### src/rtl/seg7_pkg.sv
// Shared types, segment patterns and code-to-segment decode for the signed
// 7-segment display path.
package seg7_pkg;

  typedef enum logic {
    IDLE    = 1'b0,
    CONVERT = 1'b1
  } conv_state_e;

  typedef enum logic [3:0] {
    CODE_0     = 4'd0,
    CODE_1     = 4'd1,
    CODE_2     = 4'd2,
    CODE_3     = 4'd3,
    CODE_4     = 4'd4,
    CODE_5     = 4'd5,
    CODE_6     = 4'd6,
    CODE_7     = 4'd7,
    CODE_8     = 4'd8,
    CODE_9     = 4'd9,
    CODE_MINUS = 4'd10,
    CODE_O     = 4'd11,
    CODE_F     = 4'd12,
    CODE_L     = 4'd13,
    CODE_BLANK = 4'd15
  } disp_code_e;

  // Active-low segment patterns, bit order {g,f,e,d,c,b,a}
  localparam logic [6:0] SEG_0     = 7'b1000000;
  localparam logic [6:0] SEG_1     = 7'b1111001;
  localparam logic [6:0] SEG_2     = 7'b0100100;
  localparam logic [6:0] SEG_3     = 7'b0110000;
  localparam logic [6:0] SEG_4     = 7'b0011001;
  localparam logic [6:0] SEG_5     = 7'b0010010;
  localparam logic [6:0] SEG_6     = 7'b0000010;
  localparam logic [6:0] SEG_7     = 7'b1111000;
  localparam logic [6:0] SEG_8     = 7'b0000000;
  localparam logic [6:0] SEG_9     = 7'b0010000;
  localparam logic [6:0] SEG_MINUS = 7'b0111111;
  localparam logic [6:0] SEG_F     = 7'b0001110;
  localparam logic [6:0] SEG_L     = 7'b1000111;
  localparam logic [6:0] SEG_BLANK = 7'b1111111;

  function automatic logic [6:0] code_to_seg(input disp_code_e code);
    logic [6:0] s;
    case (code)
      CODE_0, CODE_O: s = SEG_0;
      CODE_1:         s = SEG_1;
      CODE_2:         s = SEG_2;
      CODE_3:         s = SEG_3;
      CODE_4:         s = SEG_4;
      CODE_5:         s = SEG_5;
      CODE_6:         s = SEG_6;
      CODE_7:         s = SEG_7;
      CODE_8:         s = SEG_8;
      CODE_9:         s = SEG_9;
      CODE_MINUS:     s = SEG_MINUS;
      CODE_F:         s = SEG_F;
      CODE_L:         s = SEG_L;
      default:        s = SEG_BLANK;
    endcase
    return s;
  endfunction

endpackage

### src/rtl/bin2bcd8_seq.sv
// Sequential 8-bit binary to 3-digit BCD converter (double dabble, one bit
// per clock).
//
//   state   | meaning
//   IDLE    | waiting for start; busy low
//   CONVERT | shifting magnitude bits in, 8 cycles; busy high
module bin2bcd8_seq
  import seg7_pkg::*;
(
  input  logic       clk,
  input  logic       rst_n,
  input  logic       start,
  input  logic [7:0] mag,
  output logic [3:0] hundreds,
  output logic [3:0] tens,
  output logic [3:0] ones,
  output logic       busy,
  output logic       done
);

  conv_state_e state_q, state_d;
  logic [2:0]  cnt_q;
  logic [7:0]  bin_q;
  logic [11:0] bcd_q;
  logic [11:0] bcd_adj;
  logic [11:0] bcd_shift;
  logic        last_iter;

  assign last_iter = (state_q == CONVERT) && (cnt_q == 3'd7);

  always_ff @(posedge clk or negedge rst_n) begin
    if (!rst_n) state_q <= IDLE;
    else        state_q <= state_d;
  end

  always_comb begin
    state_d = state_q;
    case (state_q)
      IDLE:    if (start) state_d = CONVERT;
      CONVERT: if (last_iter) state_d = IDLE;
      default: state_d = IDLE;
    endcase
  end

  always_comb begin
    busy = (state_q == CONVERT);
    done = last_iter;
  end

  // Add-3 correction on every BCD nibble before the shift
  always_comb begin
    bcd_adj = bcd_q;
    for (int i = 0; i < 3; i++) begin
      if (bcd_q[4*i +: 4] >= 4'd5) bcd_adj[4*i +: 4] = bcd_q[4*i +: 4] + 4'd3;
    end
    bcd_shift = {bcd_adj[10:0], bin_q[7]};
  end

  // The result is taken straight from the final shift so the parent can
  // commit it on the same edge that busy falls.
  assign hundreds = bcd_shift[11:8];
  assign tens     = bcd_shift[7:4];
  assign ones     = bcd_shift[3:0];

  always_ff @(posedge clk or negedge rst_n) begin
    if (!rst_n) begin
      cnt_q <= 3'd0;
      bin_q <= 8'd0;
      bcd_q <= 12'd0;
    end else if (state_q == IDLE) begin
      if (start) begin
        cnt_q <= 3'd0;
        bin_q <= mag;
        bcd_q <= 12'd0;
      end
    end else begin
      cnt_q <= cnt_q + 3'd1;
      bin_q <= {bin_q[6:0], 1'b0};
      bcd_q <= bcd_shift;
    end
  end

endmodule

### src/rtl/seg7_signed_display.sv
// Captures a signed adder result, converts it to sign + BCD magnitude and
// scans it onto a 4-digit common-anode 7-segment display.
module seg7_signed_display
  import seg7_pkg::*;
#(
  parameter int REFRESH_DIV = 100000
) (
  input  logic       clk,
  input  logic       rst_n,
  input  logic [7:0] S_in,
  input  logic       ovfl_in,
  input  logic       load,
  output logic       busy,
  output logic [3:0] an,
  output logic [6:0] seg
);

  localparam int RW = (REFRESH_DIV > 2) ? $clog2(REFRESH_DIV) : 1;
  localparam logic [RW-1:0] REFRESH_LAST = RW'(REFRESH_DIV - 1);

  logic       start;
  logic [7:0] mag;
  logic       neg_cap, ovfl_cap;
  logic [3:0] bcd_h, bcd_t, bcd_o;
  logic       conv_done;

  logic       disp_neg, disp_ovfl;
  logic [3:0] disp_h, disp_t, disp_o;
  logic       nxt_neg, nxt_ovfl;
  logic [3:0] nxt_h, nxt_t, nxt_o;

  logic [RW-1:0] refresh_q;
  logic [1:0]    idx_q;
  disp_code_e    code;
  logic [3:0]    an_q;
  logic [6:0]    seg_q;

  assign start = load && !busy;
  assign mag   = S_in[7] ? (~S_in + 8'd1) : S_in;

  bin2bcd8_seq u_bcd (
    .clk      (clk),
    .rst_n    (rst_n),
    .start    (start),
    .mag      (mag),
    .hundreds (bcd_h),
    .tens     (bcd_t),
    .ones     (bcd_o),
    .busy     (busy),
    .done     (conv_done)
  );

  always_ff @(posedge clk or negedge rst_n) begin
    if (!rst_n) begin
      neg_cap  <= 1'b0;
      ovfl_cap <= 1'b0;
    end else if (start) begin
      neg_cap  <= S_in[7];
      ovfl_cap <= ovfl_in;
    end
  end

  always_comb begin
    nxt_neg  = conv_done ? neg_cap  : disp_neg;
    nxt_ovfl = conv_done ? ovfl_cap : disp_ovfl;
    nxt_h    = conv_done ? bcd_h    : disp_h;
    nxt_t    = conv_done ? bcd_t    : disp_t;
    nxt_o    = conv_done ? bcd_o    : disp_o;
  end

  always_ff @(posedge clk or negedge rst_n) begin
    if (!rst_n) begin
      disp_neg  <= 1'b0;
      disp_ovfl <= 1'b0;
      disp_h    <= 4'd0;
      disp_t    <= 4'd0;
      disp_o    <= 4'd0;
    end else begin
      disp_neg  <= nxt_neg;
      disp_ovfl <= nxt_ovfl;
      disp_h    <= nxt_h;
      disp_t    <= nxt_t;
      disp_o    <= nxt_o;
    end
  end

  always_ff @(posedge clk or negedge rst_n) begin
    if (!rst_n) begin
      refresh_q <= '0;
      idx_q     <= 2'd0;
    end else if (refresh_q == REFRESH_LAST) begin
      refresh_q <= '0;
      idx_q     <= idx_q + 2'd1;
    end else begin
      refresh_q <= refresh_q + RW'(1);
    end
  end

  // Selection reads the next-committed value so a commit shows up on seg at
  // the same edge busy falls.
  always_comb begin
    code = CODE_BLANK;
    if (nxt_ovfl) begin
      case (idx_q)
        2'd2:    code = CODE_O;
        2'd1:    code = CODE_F;
        2'd0:    code = CODE_L;
        default: code = CODE_BLANK;
      endcase
    end else begin
      case (idx_q)
        2'd3:    code = nxt_neg ? CODE_MINUS : CODE_BLANK;
        2'd2:    code = (nxt_h != 4'd0) ? disp_code_e'(nxt_h) : CODE_BLANK;
        2'd1:    code = ((nxt_h != 4'd0) || (nxt_t != 4'd0)) ? disp_code_e'(nxt_t) : CODE_BLANK;
        default: code = disp_code_e'(nxt_o);
      endcase
    end
  end

  always_ff @(posedge clk or negedge rst_n) begin
    if (!rst_n) begin
      an_q  <= 4'b1111;
      seg_q <= SEG_BLANK;
    end else begin
      an_q  <= ~(4'b0001 << idx_q);
      seg_q <= code_to_seg(code);
    end
  end

  assign an  = an_q;
  assign seg = seg_q;

endmodule

### config.mk
export PLATFORM = sky130hd
export DESIGN_NAME = seg7_signed_display
export DESIGN_NICKNAME = d
export VERILOG_FILES = /design/src/rtl/seg7_pkg.sv /design/src/rtl/bin2bcd8_seq.sv /design/src/rtl/seg7_signed_display.sv
export SDC_FILE = /design/constraint.sdc
export NUM_CORES = 1
export LEC_CHECK = 0
export BUFFER_PORTS_ARGS = -buffer_cell sky130_fd_sc_hd__buf_2
export CORE_MARGIN = 3
export CORE_UTILIZATION = 50
export DETAILED_ROUTE_END_ITERATION = 7
export HOLD_SLACK_MARGIN = 0.02
export PLACE_DENSITY = 0.7
export SYNTH_ARGS = -nofsm -noshare
export SYNTH_HDL_FRONTEND = slang
export SYNTH_SLANG_ARGS = --single-unit
### constraint.sdc
create_clock -name clk -period 6.9 [get_ports clk]
set_input_delay 1.38 -clock clk [delete_from_list [all_inputs] [get_ports clk]]
set_output_delay 1.38 -clock clk [all_outputs]
set_load 0.02 [all_outputs]
==> flow_summary.toml, run 1 <==
[status]
status = "complete, no violations"

[routing]
drt_iter0_markers = 146
wl_per_cell_um = 13.7
vias = 2794
drc = 0
totalWireLength_um = 6990
dr.pass1.iters = 4
vias_per_cell = 5.48
drtAntennaViolNets = 0

[setup_path]
end_kind = "flop"
worst_path_max_delay_cell = "dfrtp_1"
critical_path_class = "reg2reg"
cp_top_family = "simple AND/OR/NAND/NOR gates"
crit_fanout = 31
crit_chain = "nand2_1 > a211oi_2 > nor2_1 > nor2_1 > or4b_1 > a31oi_2 > inv_1 > ha_1 > mux4_2"
max_stage_delay_ps = 910
crit_top_cell = "nor2_1"
startpoint_type = "flop"
cp_num_buf_inv = 1
critical_path_arrival_ps = 4410
worstPathRequired_ps = 7160

[timing]
slew_viol_final = 0
skew_ps = 6.41
whs_ps = 482
rsz0062_at_grt = "false"
fin_crit_sh = 0.601
hold_violations = 0
max-slew-margin-rel = 0.371
max_slew.worst_pin.slew_ps = 944
period_minus_slack_ps = 4150
tns_ps = 0
max_freq_mhz = 241
setup_viol = 0
setup_slack_ps = 2750

[clock_tree]
cts.path.max_buffers = 2
clock_latency_ps = 340
post-cts-setup-buffers = 0
clock-sinks = 70
hold_buffers = 0
clk_pin_slew_ps = 70
cts_made_buffers = 9
cts_root_buf = "clkbuf_8"
cts_tree = "built"
ctsResizeCount = 0
htree_num_levels = 3

[synth]
synthDistinctLibCells = 61
synthTopCellsByArea = "dfrtp_1 39%, dfstp_2 7.6%, ha_1 7.6%, nand2_1 4.9%, nor2_1 3.1%"
netlist.top_cell.by_area = "dfrtp_1"
synth_seq_cells = 70
synth_edf_count = 0
syn_nets = 421
synth.avg_cell_area_um2 = 9.87
ys_async_sr_fraction = 1.00
netlist_area_um2 = 3810
seq_area_frac_synth = 0.464
synth_top_flop_cell = "dfrtp_1"
synth_warnings = 0
netlist_instances = 386
synth_top_area_share = 0.388

[placed_design]
dp_slack_ps = 2720
io_buffers = 23
placed_cell_area_um2 = 3980
numPlacedInstances = 494
gp_congestion = 0.879
place_hpwl_um = 4890

[final_layout]
postLayoutCellArea_um2 = 4160
area_growth_pct = 9.30
drive_gt1_frac = 0.170
fill_cells = 633
mostFrequentLayoutCell = "dfrtp_1"
ff_latch_area_um2 = 1770
multiInputGateArea_um2 = 1880
nets = 441
fin_cells = 510
final_cell_mix = "59 x dfrtp_1, 50 x nand2_1, 31 x nor2_1"
diodes = 0
utilization = 0.568

[die]
rows = 31
die_area_um2 = 8700
start_util = 0.520
die_h_um = 93.3
die_w_um = 93.3
pin_count = 24
fp.coreArea_um2 = 7330

[global_route]
grt_usage = 0.174
grt_pass1_wl_um = 12100
grt_pass1_vias = 2661
grt_max_degree = 71
globalRouteOverflowTotal = 0
antenna_found_initial = 0

[run]
maxCapViolCount = 0

[power]
peakVddDrop_uv = 133
power_mw = 1.72
p_per_area_nw_per_um2 = 414
p_leak_nw = 1.88

[hold_path]
hold_path_class = "reg2reg"
-- path summary, 6_finish.rpt --
path                              startpoint        endpoint  slack (ps)  depth (start not counted)
worst min register to register  refresh_q[4]    refresh_q[4]         480                          1
worst max register to register    u_bcd.busy          seg[3]        2750                          9
worst min-delay path            refresh_q[4]    refresh_q[4]         480                          1
max in group asynchronous              rst_n  u_bcd.bcd_q[9]        5080                          2
min in group asynchronous              rst_n   refresh_q[14]        1230                          2
worst max-delay path              u_bcd.busy          seg[3]        2750                          9
-- worst register-to-register path, cell delays in order (launching register included) --
cell	delay, ps
dfrtp_1	910
nand2_1	620
a211oi_2	420
nor2_1	110
nor2_1	140
or4b_1	460
a31oi_2	400
inv_1	180
ha_1	360
mux4_2	480
-- layout make-up --
type                    instances  area share
well taps                      99      0.0298
clock buffers                  15      0.0424
clock inverters                 1     0.00120
inverters                      25      0.0225
multi-input cells             276       0.451
repair buffers                 24      0.0295
flip-flops and latches         70       0.424
-- Yosys cell counts, drive strengths merged (5+ instances only) --
library cell and instances:
a21oi 19, clkbuf 11, dfrtp 59, dfstp 11
ha 23, inv 23, mux2i 6, nand2 50
nand2b 5, nand3 12, nor2 32, nor2b 5
nor3 5, o21ai 28, o31ai 7, xnor2 11
xor2 12
-- routing by layer --
| metal | global-route usage | vias to the layer above | wire [µm] |
|---|---|---|---|
| met5 | 0 | - | 0 |
| met4 | 0.0708 | 0 | 128 |
| met2 | 0.275 | 46 | 3220 |
| met3 | 0.0370 | 12 | 233 |
| met1 | 0.234 | 1360 | 3410 |
| li1 | - | 1376 | - |
-- power by group --
part	leakage, nW	switching (mW)	internal [mW]
registers	0.867	0.0955	0.555
logic	0.923	0.443	0.325
clock network	0.0937	0.146	0.160
-- registers in the layout, indices dropped and copies added (netlist names), 2 cells and up --
| register | flops |
|---|---|
| an | 4 |
| disp_h | 4 |
| disp_o | 4 |
| disp_t | 4 |
| idx_q | 2 |
| refresh_q | 17 |
| seg | 7 |
| u_bcd.bcd_q | 12 |
| u_bcd.bin_q | 8 |
| u_bcd.cnt_q | 3 |
-- cell families after synthesis --
family / after synthesis / synth area share
multiplexers: 11 / 0.0335
AND/OR/NAND/NOR: 132 / 0.168
AO/OA/AOI/OAI: 87 / 0.163
flip-flops: 70 / 0.464
buffers and inverters: 40 / 0.0440
adder cells (fa/ha/maj): 23 / 0.0756
XOR/XNOR: 23 / 0.0529
Power figures use the tool's default switching activity.
==> inputs of run 2 (changes only) <==
==> constraint.sdc (replaced) <==
create_clock -name clk -period 4.15 [get_ports clk]
set_input_delay 0.83 -clock clk [delete_from_list [all_inputs] [get_ports clk]]
set_output_delay 0.83 -clock clk [all_outputs]
set_load 0.02 [all_outputs]
==> flow_summary.toml, run 2 (synthesis gave the netlist of run 1 again) <==
[final_layout]
largest_reg_flops = 17
largestRegisters = "refresh_q (17), u_bcd.bcd_q (12), u_bcd.bin_q (8)"
drive_gt1_frac = 0.186
nets = 445
mostFrequentLayoutCell = "dfrtp_1"
area_growth_pct = 11.1
final_cell_mix = "59 x dfrtp_1, 50 x nand2_1, 31 x nor2_1"
regMostFlops = "refresh_q"
fill_cells = 649
diodes = 0

[status]
status = "complete, no violations"

[die]
die_area_um2 = 8700
fp.coreArea_um2 = 7330
pin_count = 24
rows = 31
start_util = 0.520
die_h_um = 93.3
die_w_um = 93.3

[power]
peakVddDrop_uv = 278
combPwrFrac = 0.444
internal_power_mw = 1.82
power_frac_clock = 0.204
p_sw_mw = 1.17
p_leak_nw = 1.91
power_mw = 2.99
switching_share = 0.390
seqPwrFrac = 0.352
p_per_area_nw_per_um2 = 705

[timing]
rsz0062_at_grt = "false"
max_slew.worst_pin.slew_ps = 967
slew_viol_final = 0
tns_ps = 0
period_minus_slack_ps = 3700
fin_crit_sh = 0.890
skew_ps = 6.07
max_freq_mhz = 271
max-slew-margin-rel = 0.355
hold_violations = 0
setup_viol = 0

[clock_tree]
clock-sinks = 70
cts_made_buffers = 9
cts_root_buf = "clkbuf_8"
htree_num_levels = 3
cts.path.max_buffers = 2
post-cts-setup-buffers = 0
ctsResizeCount = 0
clock_latency_ps = 350
hold_buffers = 0
clk_pin_slew_ps = 80
cts_tree = "built"

[routing]
drc = 0
dr.pass1.iters = 4
drtAntennaViolNets = 0
vias = 2776
drt_iter0_markers = 90
vias_per_cell = 5.40
totalWireLength_um = 7080
wl_per_cell_um = 13.8

[global_route]
grt_pass1_wl_um = 12500
grt_usage = 0.182
grt_util_met3 = 0.0603
met1_usage = 0.231
grt-busiest-layer = "met2"
grt_max_degree = 45
grt_pass1_vias = 2778
grtUsageMet2 = 0.289
globalRouteOverflowTotal = 0
antenna_found_initial = 0

[placed_design]
io_buffers = 23
gp_congestion = 0.812
place_hpwl_um = 4980

[setup_path]
worstPathRequired_ps = 4410
critical_path_class = "reg2reg"
critical_path_arrival_ps = 3960
crit_fanout = 12
startpoint_type = "flop"
end_kind = "flop"

[hold_path]
hold_path_class = "reg2reg"

[run]
maxCapViolCount = 0
==> run 2: cell count changes in the layout (fill, tap and decap cells not counted), sizes merged <==
cell	change
clkbuf	-6
buf	+4
bufinv	+2
clkinvlp	+2
clkinv	+1
inv	+1
==> run 2: worst max-delay path: stages (launching register included) <==
cell and delay (ps):
dfrtp_1 400, ha_1 200, ha_1 200, nand2_1 250, buf_4 240, or4_1 130, nand3_1 130, nor2_1 180
or4b_1 460, a31oi_2 410, inv_1 180, ha_1 360, mux4_2 480
==> run 2: worst paths after layout <==
check                          startpoint             end  slack (ps)  cells past startpoint
max                        u_bcd.cnt_q[0]          seg[3]         450                     12
min                             disp_o[0]       disp_o[0]         480                      2
max reg2reg                u_bcd.cnt_q[0]          seg[3]         450                     12
min reg2reg                     disp_o[0]       disp_o[0]         480                      2
max in group asynchronous           rst_n    refresh_q[3]        2710                      2
min in group asynchronous           rst_n  u_bcd.bcd_q[8]         630                      1
==> run 2: per-stage QoR <==
stage | std cells | worst slack [ps] | hold slack [ps] | area, µm² | util
3_3_place_gp | 498 | 650 | 462 | 4010 | 0.547
3_5_place_dp | 498 | 483 | 469 | 4010 | 0.547
6_report | 514 | 455 | 484 | 4230 | 0.577
2_1_floorplan | 386 | 938 | 436 | 3810 | -
5_1_grt | 514 | 211 | 512 | 4230 | 0.577
4_1_cts | 514 | 461 | 488 | 4230 | 0.577
==> run 2: layout make-up <==
cell class,instances,area (µm²),area share
Sequential cell,70,1770,0.417
Tap cell,99,124,0.0293
Multi-Input combinational cell,276,1880,0.443
Clock buffer,9,124,0.0293
Timing Repair Buffer,28,153,0.0361
Inverter,25,93.8,0.0222
Clock inverter,7,97.6,0.0231
==> run 2: layer usage <==
metal	vias up	wire length (µm)
met1	1326	3290
li1	1387	-
met3	13	313
met2	50	3360
met4	0	123
met5	-	0
==> run 2: power by group through the flow <==
| stage | logic, mW | clock network, mW | registers [mW] |
|---|---|---|---|
| floorplan | 1.04 | 0 | 1.08 |
| global placement | 1.29 | 0 | 1.06 |
| detailed placement | 1.32 | 0 | 1.06 |
| CTS | 1.34 | 0.634 | 1.05 |
| global route | 1.51 | 0.658 | 1.08 |
| finish | 1.32 | 0.610 | 1.05 |
==> inputs of run 3 (changes only) <==
==> constraint.sdc (replaced) <==
create_clock -name clk -period 4.35 [get_ports clk]
set_input_delay 0.87 -clock clk [delete_from_list [all_inputs] [get_ports clk]]
set_output_delay 0.87 -clock clk [all_outputs]
set_load 0.02 [all_outputs]
==> flow_summary.toml, run 3 (synthesis gave the netlist of run 1 again) <==
[status]
status = "complete, no violations"

[clock_tree]
hold_buffers = 0
htree_num_levels = 3
ctsResizeCount = 0
cts.path.max_buffers = 2
cts_made_buffers = 9
cts_tree = "built"
clock-sinks = 70
cts_root_buf = "clkbuf_8"
post-cts-setup-buffers = 0
clk_pin_slew_ps = 80
clock_latency_ps = 340

[setup_path]
critical_path_class = "reg2reg"
cp_num_buf_inv = 1
crit_fanout = 20
crit_chain = "ha_1 > ha_1 > nand2_1 > or4_1 > nand3_1 > nor2_1 > or4b_1 > a31oi_2 > inv_1 > ha_1 > mux4_2"
worstPathRequired_ps = 4610
crit_top_cell = "ha_1"
end_kind = "flop"
r2r_slack_ps = 580
max_stage_delay_ps = 490
startpoint_type = "flop"
critical_path_arrival_ps = 4030
worst_path_max_delay_cell = "mux4_2"
cp_top_family = "simple AND/OR/NAND/NOR gates"

[global_route]
grt-busiest-layer = "met2"
grt_usage = 0.180
met1_usage = 0.234
grt_pass1_wl_um = 12500
grtUsageMet2 = 0.294
grt_util_met3 = 0.0475
grt_pass1_vias = 2748
globalRouteOverflowTotal = 0
antenna_found_initial = 0
grt_max_degree = 47

[die]
start_util = 0.520
fp.coreArea_um2 = 7330
rows = 31
die_h_um = 93.3
die_w_um = 93.3
die_area_um2 = 8700
pin_count = 24

[routing]
vias = 2786
totalWireLength_um = 7000
wl_per_cell_um = 13.6
drc = 0
drtAntennaViolNets = 0
dr.pass1.iters = 4
drt_iter0_markers = 114
vias_per_cell = 5.43

[power]
p_sw_mw = 1.12
switching_share = 0.390
seqPwrFrac = 0.350
peakVddDrop_uv = 234
internal_power_mw = 1.75
power_frac_clock = 0.203
power_mw = 2.87
combPwrFrac = 0.447
p_leak_nw = 1.91
p_per_area_nw_per_um2 = 678

[timing]
tns_ps = 0
max_freq_mhz = 265
rsz0062_at_grt = "false"
period_minus_slack_ps = 3770
max_slew.worst_pin.slew_ps = 975
setup_viol = 0
fin_crit_sh = 0.867
max-slew-margin-rel = 0.350
setup_slack_ps = 581
slew_viol_final = 0
skew_ps = 6.80
hold_violations = 0

[final_layout]
drive_gt1_frac = 0.181
final_cell_mix = "59 x dfrtp_1, 50 x nand2_1, 31 x nor2_1"
mostFrequentLayoutCell = "dfrtp_1"
regMostFlops = "refresh_q"
postLayoutCellArea_um2 = 4230
fill_cells = 636
largest_reg_flops = 17
ff_latch_area_um2 = 1770
utilization = 0.577
largestRegisters = "refresh_q (17), u_bcd.bcd_q (12), u_bcd.bin_q (8)"
diodes = 0
area_growth_pct = 11.0
nets = 444
multiInputGateArea_um2 = 1880

[hold_path]
hold_path_class = "reg2reg"

[placed_design]
placed_cell_area_um2 = 4000
dp_slack_ps = 612
io_buffers = 23
place_hpwl_um = 5030
gp_congestion = 0.878

[run]
maxCapViolCount = 0
-- run 3: path summary, 6_finish.rpt --
| kind | cells past startpoint | startpoint | end |
|---|---|---|---|
| worst max-delay path | 11 | u_bcd.cnt_q[0] | seg[3] |
| worst min-delay path | 1 | refresh_q[4] | refresh_q[4] |
| worst max register to register | 11 | u_bcd.cnt_q[0] | seg[3] |
| worst min register to register | 1 | refresh_q[4] | refresh_q[4] |
| max in group asynchronous | 2 | rst_n | u_bcd.bcd_q[3] |
| min in group asynchronous | 1 | rst_n | refresh_q[13] |
-- run 3: area by class of cell --
type | instances | share of cell area
multi-input cells | 276 | 0.444
clock buffers | 10 | 0.0326
well taps | 99 | 0.0293
repair buffers | 27 | 0.0343
flip-flops and latches | 70 | 0.418
inverters | 25 | 0.0222
clock inverters | 6 | 0.0201
-- run 3: worst reg2reg max path, stage by stage, from the launching register on --
cell,delay [ps]
dfrtp_1,400
ha_1,210
ha_1,210
nand2_1,460
or4_1,220
nand3_1,120
nor2_1,180
or4b_1,460
a31oi_2,400
inv_1,190
ha_1,370
mux4_2,490
-- run 3: per-layer routing --
metal,vias up,share of wire,routed length [µm]
met4,0,0.0090,63
met3,5,0.038,265
met5,-,0,0
met2,47,0.47,3310
li1,1382,-,-
met1,1352,0.48,3350
-- run 3: per-stage QoR --
step                instances  hold WS, ps
detailed placement        497          464
finish                    513          482
global route              513          507
CTS                       513          485
global placement          497          460
floorplan                 386          436
-- run 3: power groups by stage --
stage | Combinational (mW) | Sequential (mW) | Clock, mW
global placement | 1.23 | 1.01 | 0
floorplan | 0.994 | 1.03 | 0
finish | 1.28 | 1.00 | 0.581
detailed placement | 1.27 | 1.02 | 0
CTS | 1.29 | 1.00 | 0.595
global route | 1.44 | 1.03 | 0.623
